$ cat src/rtl/adc_spi_capture_if.sv
// rtl/adc_spi_capture_if.sv - SPI pin bundle between the capture front end and the serial ADC
interface adc_spi_capture_if;
    logic adc_cs_n;
    logic adc_sclk;
    logic adc_sdata;

    modport master (
        output adc_cs_n,
        output adc_sclk,
        input  adc_sdata
    );

    modport slave (
        input  adc_cs_n,
        input  adc_sclk,
        output adc_sdata
    );
endinterface

$ cat src/rtl/adc_spi_capture.sv
// rtl/adc_spi_capture.sv - turns each sample_trigger rising edge into one SPI frame on a serial ADC
module adc_spi_capture #(
    parameter int SCLK_HALF    = 4,
    parameter int FRAME_BITS   = 16,
    parameter int DATA_BITS    = 12,
    parameter int QUIET_CYCLES = 5
) (
    input  logic                 clk,
    input  logic                 rst,
    input  logic                 sample_trigger,
    adc_spi_capture_if.master    spi,
    output logic [DATA_BITS-1:0] sample,
    output logic                 sample_valid,
    output logic                 busy,
    output logic                 overrun,
    output logic [7:0]           overrun_count
);

    localparam int HW = (SCLK_HALF > 1) ? $clog2(SCLK_HALF) : 1;
    localparam int BW = (FRAME_BITS > 1) ? $clog2(FRAME_BITS) : 1;
    localparam int QW = (QUIET_CYCLES > 1) ? $clog2(QUIET_CYCLES) : 1;

    localparam logic [HW-1:0] HALF_LAST  = HW'(SCLK_HALF - 1);
    localparam logic [BW-1:0] BIT_LAST   = BW'(FRAME_BITS - 1);
    localparam logic [QW-1:0] QUIET_LAST = QW'(QUIET_CYCLES - 1);

    typedef enum logic [1:0] {
        IDLE,
        SETUP,
        SHIFT,
        QUIET
    } state_t;

    state_t                 state;
    logic                   trig_d;
    logic                   trig_edge;
    logic                   cs_n_q;
    logic                   sclk_q;
    logic [HW-1:0]          half_cnt;
    logic [BW-1:0]          bit_cnt;
    logic [QW-1:0]          quiet_cnt;
    // Only the low DATA_BITS are kept; older frame bits fall off the top.
    logic [DATA_BITS-1:0]   shift_q;

    assign trig_edge     = sample_trigger & ~trig_d;
    assign spi.adc_cs_n  = cs_n_q;
    assign spi.adc_sclk  = sclk_q;
    assign busy          = (state != IDLE);

    always_ff @(posedge clk) begin
        if (rst) begin
            state        <= IDLE;
            cs_n_q       <= 1'b1;
            sclk_q       <= 1'b1;
            half_cnt     <= '0;
            bit_cnt      <= '0;
            quiet_cnt    <= '0;
            shift_q      <= '0;
            sample       <= '0;
            sample_valid <= 1'b0;
        end else begin
            sample_valid <= 1'b0;
            case (state)
                IDLE: begin
                    if (trig_edge) begin
                        state    <= SETUP;
                        cs_n_q   <= 1'b0;
                        half_cnt <= '0;
                    end
                end
                SETUP: begin
                    if (half_cnt == HALF_LAST) begin
                        state    <= SHIFT;
                        sclk_q   <= 1'b0;
                        half_cnt <= '0;
                        bit_cnt  <= '0;
                    end else begin
                        half_cnt <= half_cnt + HW'(1);
                    end
                end
                SHIFT: begin
                    if (half_cnt == HALF_LAST) begin
                        half_cnt <= '0;
                        if (!sclk_q) begin
                            // Capture on the same edge that raises SCLK.
                            sclk_q  <= 1'b1;
                            shift_q <= {shift_q[DATA_BITS-2:0], spi.adc_sdata};
                        end else if (bit_cnt == BIT_LAST) begin
                            state        <= QUIET;
                            cs_n_q       <= 1'b1;
                            sample       <= shift_q;
                            sample_valid <= 1'b1;
                            quiet_cnt    <= '0;
                        end else begin
                            bit_cnt <= bit_cnt + BW'(1);
                            sclk_q  <= 1'b0;
                        end
                    end else begin
                        half_cnt <= half_cnt + HW'(1);
                    end
                end
                QUIET: begin
                    if (quiet_cnt == QUIET_LAST) begin
                        state <= IDLE;
                    end else begin
                        quiet_cnt <= quiet_cnt + QW'(1);
                    end
                end
                default: state <= IDLE;
            endcase
        end
    end

    // trig_d resets high so a trigger already asserted at reset release is ignored.
    always_ff @(posedge clk) begin
        if (rst) begin
            trig_d        <= 1'b1;
            overrun       <= 1'b0;
            overrun_count <= '0;
        end else begin
            trig_d  <= sample_trigger;
            overrun <= 1'b0;
            if (trig_edge && (state != IDLE)) begin
                overrun <= 1'b1;
                if (overrun_count != 8'hFF) begin
                    overrun_count <= overrun_count + 8'd1;
                end
            end
        end
    end

endmodule

$ cat src/flat_wrapper.sv
// flat-port wrapper written by rule: the top's interface ports become plain ports
module adc_spi_capture_flat 
#(
    parameter int SCLK_HALF    = 4,
    parameter int FRAME_BITS   = 16,
    parameter int DATA_BITS    = 12,
    parameter int QUIET_CYCLES = 5
)
  (clk, rst, sample_trigger, sample, sample_valid, busy, overrun, overrun_count, spi_adc_cs_n, spi_adc_sclk, spi_adc_sdata);
  adc_spi_capture_if spi_i ();
  input  logic clk;
  input  logic rst;
  input  logic sample_trigger;
  output logic [DATA_BITS-1:0] sample;
  output logic sample_valid;
  output logic busy;
  output logic overrun;
  output logic [7:0] overrun_count;
  output wire logic [$bits(spi_i.adc_cs_n)-1:0] spi_adc_cs_n;
  output wire logic [$bits(spi_i.adc_sclk)-1:0] spi_adc_sclk;
  input wire logic [$bits(spi_i.adc_sdata)-1:0] spi_adc_sdata;
  assign spi_adc_cs_n = spi_i.adc_cs_n;
  assign spi_adc_sclk = spi_i.adc_sclk;
  assign spi_i.adc_sdata = spi_adc_sdata;
  adc_spi_capture #(.SCLK_HALF(SCLK_HALF), .FRAME_BITS(FRAME_BITS), .DATA_BITS(DATA_BITS), .QUIET_CYCLES(QUIET_CYCLES)) u_core (.clk(clk), .rst(rst), .sample_trigger(sample_trigger), .spi(spi_i), .sample(sample), .sample_valid(sample_valid), .busy(busy), .overrun(overrun), .overrun_count(overrun_count));
endmodule
$ cat config.mk
export PLATFORM = sky130hd
export DESIGN_NAME = adc_spi_capture_flat
export DESIGN_NICKNAME = d
export VERILOG_FILES = /design/src/rtl/adc_spi_capture_if.sv /design/src/rtl/adc_spi_capture.sv /design/src/flat_wrapper.sv
export SDC_FILE = /design/constraint.sdc
export NUM_CORES = 1
export LEC_CHECK = 0
export BUFFER_PORTS_ARGS = -buffer_cell sky130_fd_sc_hd__buf_2
export CAP_MARGIN = 15
export CORE_MARGIN = 1.5
export CORE_UTILIZATION = 56
export DETAILED_ROUTE_END_ITERATION = 10
export PLACE_DENSITY_LB_ADDON = 0.15
export SETUP_SLACK_MARGIN = 0.15
export SLEW_MARGIN = 30
export SYNTH_ARGS = -nofsm -noshare
export SYNTH_HDL_FRONTEND = slang
export SYNTH_SLANG_ARGS = --single-unit
$ cat constraint.sdc
create_clock -name clk -period 2.1 [get_ports clk]
set_input_delay 0.315 -clock clk [delete_from_list [all_inputs] [get_ports clk]]
set_output_delay 0.315 -clock clk [all_outputs]
set_load 0.02 [all_outputs]
==> impl_metrics.env <==
export IMPL_first_iter_violations=137
export IMPL_ys_types=46
export IMPL_ff2ff_setup_slack_ps=280
export IMPL_yosysWarnings=0
export IMPL_syn_inst=237
export IMPL_synth_top_cells_by_area="dfxtp_1, mux2i_1, ha_1"
export IMPL_critPathLaunchType="flop"
export IMPL_cts_root_buf="clkbuf_8"
export IMPL_hold_viol_final=0
export IMPL_p_comb_share_pct=17.4
export IMPL_tightest_slew_ps=569
export IMPL_wl_met3_um=141
export IMPL_viasPerCell=5.43
export IMPL_totalWireLength_um=3950
export IMPL_status="finished, final reports clean"
export IMPL_pin_count=29
export IMPL_hold_class="primary input to flop"
export IMPL_finish_instance_area_um2=2450
export IMPL_wl_per_cell_um=12.7
export IMPL_crit_path_start="u_core.state[0]$_SDFFE_PP0P_"
export IMPL_dp_slack_ps=245
export IMPL_synth_area_leader_cell="dfxtp_1"
export IMPL_grt_usage_pct=20.1
export IMPL_cts_buffers=5
export IMPL_die_y_um=65.7
export IMPL_crit_slowest_cell="dfxtp_1"
export IMPL_nets=277
export IMPL_portBuffers=28
export IMPL_post_route_period_util_pct=86.4
export IMPL_wl_met2_um=1820
export IMPL_path_clk_slew_ps=80
export IMPL_power_total_mw=1.83
export IMPL_die_area_um2=4310
export IMPL_synth_top_area_share_pct=43.7
export IMPL_synth_common_cells="dfxtp_1, nor2_1, a21oi_1, mux2i_1, nand2_1"
export IMPL_antennaDiodeCount=0
export IMPL_ys_seq_area_share_pct=43.7
export IMPL_synthMostInstantiatedCell="dfxtp_1"
export IMPL_reg2reg_to="u_core.overrun_count[7]$_SDFFE_PP0P_"
export IMPL_initial_core_util_pct=59.2
export IMPL_remaining_drc_errors=0
export IMPL_grt_pass1_wl_um=6800
export IMPL_areaGrowthSynthToFinish_pct=11.6
export IMPL_maxSlewViolCount=0
export IMPL_coreArea_um2=3720
export IMPL_insertion_delay_ps=300
export IMPL_crit_fanout=6
export IMPL_switchingPower_mw=0.513
export IMPL_yosys_register_bits=48
export IMPL_rsz0062_at_grt="false"
export IMPL_worstPathCellList="inv_1 > ha_1 > nor3b_4 > o211ai_1 > o21a_1 > o21ba_1"
export IMPL_power_frac_clock_pct=30.6
export IMPL_max_freq_ghz=0.551
export IMPL_final_antenna_net_count=0
export IMPL_clock_sinks=48
export IMPL_vias=1689
export IMPL_syn_area_um2=2200
export IMPL_ys_flop_type="dfxtp_1"
export IMPL_cts_hold_buf=0
export IMPL_antenna_found_initial=0
export IMPL_gp_congestion=0.832
export IMPL_arrival_ps=2010
export IMPL_r2r_cells=6
export IMPL_post_route_min_period_ps=1820
export IMPL_post_route_worst_setup_slack_ps=285
export IMPL_r2r_start="u_core.state[0]$_SDFFE_PP0P_"
export IMPL_cp_endpoint="u_core.overrun_count[7]$_SDFFE_PP0P_"
export IMPL_path_class="flop to flop"
export IMPL_top_layer_used="met4"
export IMPL_drt_met1_wl_um=1930
export IMPL_ys_async_sr_fraction_pct=0
export IMPL_tritoncts="yes"
export IMPL_synth_edff_count=0
export IMPL_setup_viol=0
export IMPL_clock_skew_ps=7.93
export IMPL_die_w_um=65.7
export IMPL_htreeDepth=2
export IMPL_cap_violations=0
export IMPL_rows=22
export IMPL_relSlewSlack_pct=62.1
export IMPL_ir_drop_mv=0.469
export IMPL_utilization_pct=66.1
export IMPL_finalSetupTns_ps=0
export IMPL_dr_pass1_iters=4
export IMPL_cp_required_ps=2290
export IMPL_internal_power_mw=1.32
export IMPL_leakage_nw=1.11
export IMPL_endpoint_kind="flop"
export IMPL_grt_pass1_vias=1595
export IMPL_overflow=0
export IMPL_placed_area_um2=2360
export IMPL_post_dp_hpwl_um=2710
export IMPL_p_seq_share_pct=52.0
export IMPL_crit_path_max_incr_delay_ps=370
export IMPL_post_route_cells_drive_above_1_share_pct=18.6
export IMPL_power_density_nw_per_um2=747
export IMPL_synth_area_per_cell_um2=9.28
export IMPL_cts_buffer_depth=2
export IMPL_p_sw_share_pct=28.0
export IMPL_grt_max_degree=35
export IMPL_synth_nets=252
worst max-delay path: cells and delay by family (launching register included):
kind                     cells  cell delay [ps]
flip-flops                   1              370
AO/OA/AOI/OAI                3              600
buffers and inverters        1              120
adder cells (fa/ha/maj)      1              310
AND/OR/NAND/NOR              1              300
power by group through the flow:
stage	combinational [mW]	clock, mW	sequential, mW
floorplan	0.242	0	0.975
global placement	0.309	0	0.972
detailed placement	0.316	0	0.973
CTS	0.319	0.577	0.952
global route	0.355	0.612	0.955
finish	0.319	0.561	0.953
sequential cells by signal, indices dropped and copies added (netlist names):
register and flops:
u_core.bit_cnt 4, u_core.half_cnt 2, u_core.overrun 1, u_core.overrun_count 8
u_core.quiet_cnt 3, u_core.sample 12, u_core.sample_valid 1, u_core.shift_q 12
u_core.spi.adc_cs_n 1, u_core.spi.adc_sclk 1, u_core.state 2, u_core.trig_d 1
through the flow:
| stage | hold WS (ps) | std cells |
|---|---|---|
| after floorplan | 422 | 237 |
| after global placement | 451 | 303 |
| after detailed placement | 464 | 303 |
| after CTS | 267 | 311 |
| after global routing | 269 | 311 |
| final | 272 | 311 |
cell type report:
cell class,count,area (µm²)
fillers,331,1260
flip-flops and latches,48,961
multi-input cells,164,1130
repair buffers,32,170
clock inverters,1,7.51
well taps,48,60.1
inverters,11,41.3
clock buffers,7,86.3
placed cells by master (no fill, tap or decap), types with 3 or more instances in the layout:
cell type  netlist  layout
xor2_1           5       5
clkbuf_8         0       6
dfxtp_1         48      48
o21ai_0          7       7
nand2b_1         4       4
ha_1            11      10
o211ai_1         3       3
mux2i_1         16      16
nand2_1         16      16
and3_1           5       5
a21oi_1         16      16
nand3_1         15      15
inv_1           11      11
buf_4            2       4
nand4_1          3       3
buf_2            4      28
nor2_1          25      25
nor3_1           3       3
o21ai_1          3       3
layer usage:
layer / global-route usage (%) / up-vias
met5: 0 / -
met4: 7.55 / 0
met3: 5.14 / 5
met2: 32.8 / 30
met1: 25.5 / 779
li1: - / 875
worst min path at each step:
stage | start | to | cells past startpoint
after floorplan | sample_trigger | u_core.trig_d$_SDFF_PP1_ | 1
after global placement | u_core.shift_q[11]$_SDFFE_PP0P_ | u_core.shift_q[11]$_SDFFE_PP0P_ | 2
after detailed placement | u_core.shift_q[11]$_SDFFE_PP0P_ | u_core.shift_q[11]$_SDFFE_PP0P_ | 2
after global routing | sample_trigger | u_core.trig_d$_SDFF_PP1_ | 2
final | sample_trigger | u_core.trig_d$_SDFF_PP1_ | 2
after CTS | sample_trigger | u_core.trig_d$_SDFF_PP1_ | 2
repair_timing:
action | 4_1_cts | 5_1_grt
hold endpoints to repair | 0 | 0
endpoints found under the setup margin | 0 | 14
gates resized for setup | 0 | 2
buffers inserted | 0 | 0
logic make-up (layout without fill, tap and decap cells):
kind of cell / after synthesis / in the layout / synth area share, %
xor+xnor: 5 / 5 / 1.99
simple gates: 84 / 84 / 20.5
buf+inv: 25 / 51 / 5.23
fa+ha+maj: 11 / 11 / 6.26
mux: 17 / 17 / 7.79
flops: 48 / 48 / 43.7
compound gates: 47 / 47 / 14.6
No activity file was read; power rests on OpenSTA's default activity.
